File: src/rtl/mult_div_unit_pkg.sv
// Shared CPU decode constants and the multiply/divide unit state type.
package mult_div_unit_pkg;

  // R-type funct field values
  localparam logic [5:0] FUNCT_SLL   = 6'h00;
  localparam logic [5:0] FUNCT_SRL   = 6'h02;
  localparam logic [5:0] FUNCT_SRA   = 6'h03;
  localparam logic [5:0] FUNCT_JR    = 6'h08;
  localparam logic [5:0] FUNCT_MFHI  = 6'h10;
  localparam logic [5:0] FUNCT_MTHI  = 6'h11;
  localparam logic [5:0] FUNCT_MFLO  = 6'h12;
  localparam logic [5:0] FUNCT_MTLO  = 6'h13;
  localparam logic [5:0] FUNCT_MULT  = 6'h18;
  localparam logic [5:0] FUNCT_MULTU = 6'h19;
  localparam logic [5:0] FUNCT_DIV   = 6'h1A;
  localparam logic [5:0] FUNCT_DIVU  = 6'h1B;
  localparam logic [5:0] FUNCT_ADD   = 6'h20;
  localparam logic [5:0] FUNCT_ADDU  = 6'h21;
  localparam logic [5:0] FUNCT_SUB   = 6'h22;
  localparam logic [5:0] FUNCT_SUBU  = 6'h23;
  localparam logic [5:0] FUNCT_AND   = 6'h24;
  localparam logic [5:0] FUNCT_OR    = 6'h25;
  localparam logic [5:0] FUNCT_XOR   = 6'h26;
  localparam logic [5:0] FUNCT_NOR   = 6'h27;
  localparam logic [5:0] FUNCT_SLT   = 6'h2A;
  localparam logic [5:0] FUNCT_SLTU  = 6'h2B;

  // Multiply/divide sequencer states
  typedef enum logic [1:0] {
    IDLE = 2'd0,
    MUL  = 2'd1,
    DIV  = 2'd2,
    FIX  = 2'd3
  } mdu_state_t;

endpackage

File: src/rtl/mult_div_unit_divider.sv
// One restoring shift-subtract step on unsigned magnitudes.
module mdu_divider
  import mult_div_unit_pkg::*;
#(
  parameter int WIDTH = 32
) (
  input  logic [WIDTH-1:0] rem,
  input  logic [WIDTH-1:0] quo,
  input  logic [WIDTH-1:0] divisor,
  output logic [WIDTH-1:0] rem_next,
  output logic [WIDTH-1:0] quo_next
);

  logic [WIDTH:0] shifted;
  logic [WIDTH:0] diff;
  logic           fits;

  // Shift the next dividend bit into the partial remainder and subtract if it fits.
  // A zero divisor always fits, so the quotient fills with ones and the
  // remainder ends up holding the dividend.
  always_comb begin
    shifted  = {rem, quo[WIDTH-1]};
    diff     = shifted - {1'b0, divisor};
    fits     = (shifted >= {1'b0, divisor});
    rem_next = fits ? diff[WIDTH-1:0] : shifted[WIDTH-1:0];
    quo_next = {quo[WIDTH-2:0], fits};
  end

endmodule

File: src/rtl/mult_div_unit.sv
// Iterative multiply/divide unit with HI/LO registers for a MIPS-style CPU.
module mult_div_unit
  import mult_div_unit_pkg::*;
#(
  parameter int WIDTH       = 32,
  parameter int ITER_CYCLES = WIDTH
) (
  input  logic             clk,
  input  logic             reset,
  input  logic             start,
  input  logic [5:0]       fncode,
  input  logic [WIDTH-1:0] op_a,
  input  logic [WIDTH-1:0] op_b,
  output logic             busy,
  output logic             done,
  output logic [WIDTH-1:0] hi,
  output logic [WIDTH-1:0] lo
);

  localparam int CNT_W = $clog2(ITER_CYCLES + 1);
  localparam logic [CNT_W-1:0] CNT_LAST = CNT_W'(ITER_CYCLES - 1);

  mdu_state_t         state;
  logic [CNT_W-1:0]   cnt;
  logic [2*WIDTH-1:0] acc;      // mul: {partial product, multiplier}; div: {remainder, quotient}
  logic [WIDTH-1:0]   opb;      // multiplicand or divisor magnitude
  logic               is_div;
  logic               neg_q;    // negate product / quotient
  logic               neg_r;    // negate remainder
  logic               dz;       // divide by zero

  logic               signed_op;
  logic               a_neg;
  logic               b_neg;
  logic [WIDTH:0]     mul_sum;
  logic [WIDTH-1:0]   div_rem_next;
  logic [WIDTH-1:0]   div_quo_next;
  logic [2*WIDTH-1:0] prod_fix;
  logic [WIDTH-1:0]   hi_fix;
  logic [WIDTH-1:0]   lo_fix;

  function automatic logic [WIDTH-1:0] neg_w(input logic [WIDTH-1:0] v);
    return ~v + WIDTH'(1);
  endfunction

  function automatic logic [2*WIDTH-1:0] neg_2w(input logic [2*WIDTH-1:0] v);
    return ~v + (2*WIDTH)'(1);
  endfunction

  function automatic logic [WIDTH-1:0] magnitude(input logic [WIDTH-1:0] v, input logic is_neg);
    return is_neg ? neg_w(v) : v;
  endfunction

  assign busy = (state != IDLE);

  // Operand sign decode and the final sign fix-up of the finished magnitudes.
  always_comb begin
    signed_op = (fncode == FUNCT_MULT) || (fncode == FUNCT_DIV);
    a_neg     = signed_op && op_a[WIDTH-1];
    b_neg     = signed_op && op_b[WIDTH-1];
    mul_sum   = {1'b0, acc[2*WIDTH-1:WIDTH]} + (acc[0] ? {1'b0, opb} : '0);
    prod_fix  = neg_q ? neg_2w(acc) : acc;
    hi_fix    = neg_r ? neg_w(acc[2*WIDTH-1:WIDTH]) : acc[2*WIDTH-1:WIDTH];
    if (dz)
      lo_fix = '1;
    else
      lo_fix = neg_q ? neg_w(acc[WIDTH-1:0]) : acc[WIDTH-1:0];
  end

  mdu_divider #(
    .WIDTH (WIDTH)
  ) u_divider (
    .rem      (acc[2*WIDTH-1:WIDTH]),
    .quo      (acc[WIDTH-1:0]),
    .divisor  (opb),
    .rem_next (div_rem_next),
    .quo_next (div_quo_next)
  );

  // Sequencer: accept ops in IDLE, iterate in MUL/DIV, write HI/LO in FIX.
  always_ff @(posedge clk) begin
    if (reset) begin
      state  <= IDLE;
      cnt    <= '0;
      done   <= 1'b0;
      hi     <= '0;
      lo     <= '0;
      is_div <= 1'b0;
      neg_q  <= 1'b0;
      neg_r  <= 1'b0;
      dz     <= 1'b0;
    end else begin
      done <= 1'b0;
      case (state)
        IDLE: begin
          if (start) begin
            case (fncode)
              FUNCT_MULT, FUNCT_MULTU: begin
                acc    <= {{WIDTH{1'b0}}, magnitude(op_a, a_neg)};
                opb    <= magnitude(op_b, b_neg);
                neg_q  <= a_neg ^ b_neg;
                neg_r  <= 1'b0;
                is_div <= 1'b0;
                dz     <= 1'b0;
                cnt    <= '0;
                state  <= MUL;
              end
              FUNCT_DIV, FUNCT_DIVU: begin
                acc    <= {{WIDTH{1'b0}}, magnitude(op_a, a_neg)};
                opb    <= magnitude(op_b, b_neg);
                neg_q  <= a_neg ^ b_neg;
                neg_r  <= a_neg;
                is_div <= 1'b1;
                dz     <= (op_b == '0);
                cnt    <= '0;
                state  <= DIV;
              end
              FUNCT_MTHI: hi <= op_a;
              FUNCT_MTLO: lo <= op_a;
              default: ;
            endcase
          end
        end
        MUL: begin
          acc <= {mul_sum, acc[WIDTH-1:1]};
          cnt <= cnt + CNT_W'(1);
          if (cnt == CNT_LAST) state <= FIX;
        end
        DIV: begin
          acc <= {div_rem_next, div_quo_next};
          cnt <= cnt + CNT_W'(1);
          if (cnt == CNT_LAST) state <= FIX;
        end
        FIX: begin
          if (is_div) begin
            hi <= hi_fix;
            lo <= lo_fix;
          end else begin
            hi <= prod_fix[2*WIDTH-1:WIDTH];
            lo <= prod_fix[WIDTH-1:0];
          end
          done  <= 1'b1;
          state <= IDLE;
        end
        default: state <= IDLE;
      endcase
    end
  end

endmodule

File: config.mk
export PLATFORM = sky130hd
export DESIGN_NAME = mult_div_unit
export DESIGN_NICKNAME = d
export VERILOG_FILES = /design/src/rtl/mult_div_unit_pkg.sv /design/src/rtl/mult_div_unit_divider.sv /design/src/rtl/mult_div_unit.sv
export SDC_FILE = /design/constraint.sdc
export NUM_CORES = 1
export LEC_CHECK = 0
export BUFFER_PORTS_ARGS = -buffer_cell sky130_fd_sc_hd__buf_4
export CORE_MARGIN = 5
export CORE_UTILIZATION = 30
export CTS_CLUSTER_DIAMETER = 60
export DETAILED_ROUTE_END_ITERATION = 8
export PLACE_DENSITY = 0.51
export SLEW_MARGIN = 20
export SYNTH_ARGS = -nofsm -noshare
export SYNTH_HDL_FRONTEND = slang
export SYNTH_SLANG_ARGS = --single-unit
File: constraint.sdc
create_clock -name clk -period 7.84 [get_ports clk]
set_input_delay 0.784 -clock clk [delete_from_list [all_inputs] [get_ports clk]]
set_output_delay 0.784 -clock clk [all_outputs]
set_load 0.03 [all_outputs]
; Yosys cells after proc, flatten, opt, wreduce, memory -nomap -nowiden
; Cells that the tools add are included.
[op_classes]
add_sub_neg = 8
n_reduce_logical = 22
order_cmp = 1
mul = 0
shifts = 0
bitwise_logic = 7
muxes = 30
n_div = 0
eq_ne = 16
[op_table]
columns = cell, n
row1 = $mux W32, 13
row2 = $mux W64, 3
row3 = $pmux W64 S3, 1
row4 = $add A32 B1 Y32 const B, 4
row5 = $not A32 Y32, 4
row6 = $pmux W32 S2, 2
row7 = $add A64 B1 Y64 const B, 1
row8 = $not A64 Y64, 1
row9 = $eq A6 B5 Y1 const B, 7
row10 = $add A32 B32 Y33, 1
row11 = $ge A33 B32 Y1, 1
row12 = $logic_not A32 Y1, 1
row13 = $sub A32 B32 Y32, 1
row14 = $reduce_and A3 Y1, 6
row15 = $mux W6, 2
row16 = $pmux W6 S2, 1
row17 = $reduce_and A4 Y1, 2
row18 = $reduce_bool A2 Y1, 4
row19 = $add A6 B1 Y6 const B, 1
row20 = $ne A2 B1 Y1 const B, 3
row21 = $pmux W1 S2, 3
row22 = $pmux W2 S3, 1
row23 = $reduce_or A2 Y1, 3
row24 = $eq A2 B2 Y1 const B, 2
row25 = 13 further kinds, 16
[totals]
ram_bits = 0
elab_cells = 95
inputBits = 73
mem_count = 0
romBits = 0
register_bits = 173
latch_bits = 0

; Longest topological paths before layout
[depth]
ltp_word = 7
depth_mapped = 14

; Modules after synthesis
; Synthesis repeated with hierarchy kept, for this count alone.
[unflattened]
hier_cells = 1821
area_unflattened_um2 = 14863.0
[by_module_without_submodules]
columns = mod, n_inst, area_per_inst_um2, cells_each
row1 = mult_div_unit, 1, 12291.8, 1466
row2 = mdu_divider, 1, 2571.2, 355

; Least setup slack after synthesis
; No wires, ideal clock.
[synth_path]
path_type = input to register
startpoint = input fncode[2]
endpoint = register acc[0], enable pin
cell_stages = 4
t_arrival_ns = 6.088
path_buffers = 0
slack_ns = 1.170
setup_ns = 0.582
required_time_ns = 7.258
cell_sequence = nor3b_1 -> and2_1 -> nand2_1 -> a211oi_1
[synth_via]
elab_chain_len = 4
elab_cells_between_ends = 7
[synth_rtl]
columns = element, line_no
row1 = "start, declared", mult_div_unit.sv:11  ; input logic [5:0] fncode,
row2 = $eq A6 B5 Y1, mult_div_unit.sv:97  ; case (fncode)
row3 = $reduce_or A4 Y1 (no source line) *, n/a
row4 = $ne A2 B2 Y1 (no source line) *, n/a
row5 = $reduce_and A4 Y1 (no source line) *, n/a
row6 = "end signal, assigned", mult_div_unit.sv:99  ; acc <= {{WIDTH{1'b0}}, magnitude(op_a, a_neg)};
row7 = "end signal, assigned", mult_div_unit.sv:109  ; acc <= {{WIDTH{1'b0}}, magnitude(op_a, a_neg)};
row8 = "end signal, assigned", mult_div_unit.sv:125  ; acc <= {mul_sum, acc[WIDTH-1:1]};
row9 = "end, declared", mult_div_unit.sv:25  ; logic [2*WIDTH-1:0] acc;
; Every way passes the cells marked *; elsewhere a longest branch is shown, timed or not.
; A chain may end at the register's enable or synchronous reset.

; Final worst setup path
[layout_path]
startpoint = register acc[0]
endpoint = register acc[62], data pin
[layout_via]
elab_chain_len = 3
[layout_rtl]
columns = element, line_no
row1 = $mux W32, mult_div_unit.sv:61  ; mul_sum = {1'b0, acc[2*WIDTH-1:WIDTH]} + (acc[0] ? {1'b0, opb} : '0);
row2 = $add A32 B32 Y33, mult_div_unit.sv:61
row3 = $pmux W64 S3, mult_div_unit.sv:94  ; case (state)
; No other way between the ends.

==> summary.txt <==
Outcome
  – Run status: finished clean

Yosys
  – Yosys reg bits: 173
  – Synthesized instance count: 1682
  – Mean area per synthesized cell: 8.29 um^2
  – Ys Warns: 0
  – Yosys cell types: 86
  – Top_reg_cell synth: edfxtp_1
  – Register area share after synthesis: 0.317
  – Largest cells by area after synthesis: edfxtp_1 (21%), dfxtp_1 (11%), ha_1 (6.6%)
  – Area leader, netlist: edfxtp_1
  – Post-synth ARST share: 0
  – Post-synth top area share: 0.207
  – Syn Nets: 1830
  – Cell Area, Synth: 13900 um^2
  – EDFF count, synth: 96

Die
  – Core ar.: 46300 um^2
  – Floorplan die height: 226 um
  – Die width: 226 um
  – Die footprint: 50900 um^2
  – Total I/O pin count: 139
  – Initial Util: 0.301
  – Site Rows: 79

Drt
  – Wl on met1: 22600 um
  – Total wire length: 47300 um
  – Remaining antenna violation count: 0
  – Via/cell ratio: 5.41
  – Drt drc: 0
  – Met2 Wirelength: 21100 um
  – Pre-Repair DR Iteration Count: 5
  – Post-DR wirelength/cell: 19.8 um
  – Vias: 12900
  – Max Used Layer: met4
  – DR iter-0 viols: 1025
  – Routed wl met3: 2430 um

GRT
  – Overflow left after global routing: 0
  – Largest net degree at the start of global routing: 83
  – First-pass GRT wire length: 73700 um
  – All-Layer GR Usage: 0.184
  – Antenna violations before repair: 0
  – Vias in the first global route: 12500

Cells and area
  – NumNets Final: 1916
  – Most frequent cells in the layout: nor2_1 (193), a21oi_1 (164), buf_4 (156)
  – Commonest non-fill, non-tap cell in the layout: nor2_1
  – Area delta synth->final: 15.8%
  – Fillers: 4912
  – Area of the multi-input gates: 8930 um^2
  – Diode count: 0
  – Share of post-route cells with drive strength above 1: 0.125
  – Register area: 4420 um^2

Timing
  – F_max: 0.243 GHz
  – Relative slew slack: 0.262
  – Minimum clock period: 4.12 ns
  – Setup TNS: 0 ns
  – RSZ-0062 raised after global routing: false
  – Final count of hold timing violations: 0
  – Max Slew Vio Count: 0
  – Clock Skew: 0.0287 ns
  – Worst Tran Pin Value: 1.11 ns
  – Finish-stage setup viols: 0
  – Final period util: 0.526

Setup path
  – WS Path Type: reg2reg
  – Slowest cell on crit path: inv_1
  – Worst setup SP type: register
  – Worst-path cell chain: inv_1, nor2_1, ha_1, a21oi_1, o21ai_0, a221oi_1, nand3_1, o2111ai_1, a211oi_1, a221oi_1, xor2_1, o22ai_1
  – Crit-path max cell delay: 0.84 ns
  – R2R Setup Slk: 3.72 ns
  – Most frequent CP cell: a221oi_1
  – Critical R2R Capture: acc[62]
  – Critical path endpoint category: register
  – Delay-heaviest family, CP: compound AO/OA/AOI/OAI gates
  – Critical Path RT: 8.04 ns
  – CP arrival: 4.32 ns
  – WP buf/inv: 1
  – Worst R2R Path Depth: 12
  – CP Max Fanout: 32
  – R2R Path Start: acc[0]

Clock network
  – CTS H-Tree Depth: 4
  – Sink Count: 173
  – Hold buffers post-CTS: 0
  – Post-CTS sizing: 0
  – Max clock buf depth: 2
  – Post-CTS Setup Repair Bufs: 0
  – CTS tree: built
  – CTS buffer count: 17
  – Clock transition at the registers of the reported paths: 0.08 ns
  – Worst-Skew Late Latency: 0.48 ns
  – Root buf cell: clkbuf_16

Placed design
  – Gpl congestion: 0.920
  – PortBufs: 138
  – Post-DP HPWL: 36300 um

Power and ir drop
  – PD cells: 201 nW/um^2
  – Maximum VDD drop: 0.126 mV
  – Leakage: 6.17 nW
  – Tot Pwr: 3.24 mW

Min path
  – Worst Hold Path EP: lo[24]
  – Hold Path Cell Cnt: 2
  – Worst hold start: lo[24]
  – HP Class: reg2reg

Job
  – Max_cap viols: 0
==> report_power, final <==
group | leakage [nW] | internal (mW) | switching, mW
logic | 4.36 | 0.428 | 0.716
registers | 1.51 | 1.08 | 0.119
clock network | 0.299 | 0.479 | 0.413
==> cells by family after synthesis <==
| group | after synthesis | synth area share |
|---|---|---|
| AOI/OAI and AO/OA | 523 | 0.243 |
| adders and majority gates | 75 | 0.0684 |
| DFF | 173 | 0.317 |
| and+or+nand+nor | 538 | 0.185 |
| muxes | 41 | 0.0297 |
| buffers and inverters | 154 | 0.0445 |
| xor gates and xnor gates | 178 | 0.112 |
==> flip-flops by register name, indices dropped and copies added, names as in the netlist <==
signal  flops
cnt         6
state       2
done        1
neg_r       1
lo         32
dz          1
neg_q       1
acc        64
hi         32
is_div      1
opb        32
==> synth_stat cells, types with 13 or more instances <==
library cell	number
a21o_1	31
or3_1	17
nand2_1	140
o221ai_1	32
xor2_1	80
ha_1	73
o22ai_1	32
edfxtp_1	96
xnor2_1	98
nand2b_1	17
o41ai_1	13
o31ai_1	14
nor4_1	23
nor2_1	194
inv_1	64
nand3_1	24
nor3_1	39
a211oi_1	28
dfxtp_1	77
mux2i_1	38
a31oi_1	18
a22oi_1	26
o21ai_0	87
clkbuf_1	67
a21oi_1	165
==> metrics by stage <==
| stage | util | hold slack, ns | cells | worst slack (ns) | instance area [um^2] |
|---|---|---|---|---|---|
| 3_5_place_dp | 0.336 | 0.447 | 2356 | 3.75 | 15500 |
| 2_1_floorplan | - | 0.454 | 1682 | 1.17 | 13900 |
| 6_report | 0.349 | 0.453 | 2388 | 3.72 | 16100 |
| 5_1_grt | 0.349 | 0.468 | 2388 | 3.41 | 16100 |
| 3_3_place_gp | 0.336 | 0.442 | 2356 | 3.91 | 15500 |
| 4_1_cts | 0.349 | 0.457 | 2388 | 3.74 | 16100 |
==> worst max path at each step <==
| stage | from | end | slack (ns) | cells past startpoint |
|---|---|---|---|---|
| 6_report | acc[0] | acc[62] | 3.72 | 12 |
| 5_1_grt | acc[0] | acc[62] | 3.41 | 12 |
| 4_1_cts | acc[0] | acc[62] | 3.74 | 12 |
| 3_5_place_dp | acc[0] | acc[62] | 3.75 | 12 |
| 3_3_place_gp | fncode[2] | acc[26] | 3.91 | 9 |
| 2_1_floorplan | fncode[2] | acc[0] | 1.17 | 4 |
==> cell type report <==
class | count | area share
timing repair buffer | 156 | 0.0726
clock inverter | 10 | 0.00527
inverter | 65 | 0.0151
sequential | 173 | 0.274
clock buffer | 22 | 0.0321
multi-input combinational | 1355 | 0.554
tap | 607 | 0.0471
==> worst register-to-register path, delay by kind of cell, from the launching register on <==
kind,cells,cell delay [ns]
AOI/OAI and AO/OA,7,1.57
xor gates and xnor gates,1,0.17
adders and majority gates,1,0.39
buffers and inverters,1,0.85
DFF,1,0.51
and+or+nand+nor,2,0.35
==> routing by layer <==
layer | global-route usage | vias to the layer above
li1 | - | 6379
met1 | 0.263 | 6118
met2 | 0.286 | 377
met3 | 0.0275 | 53
met4 | 0.0566 | 0
met5 | 0 | -
Note: power is estimated with default switching activity, not from simulation.
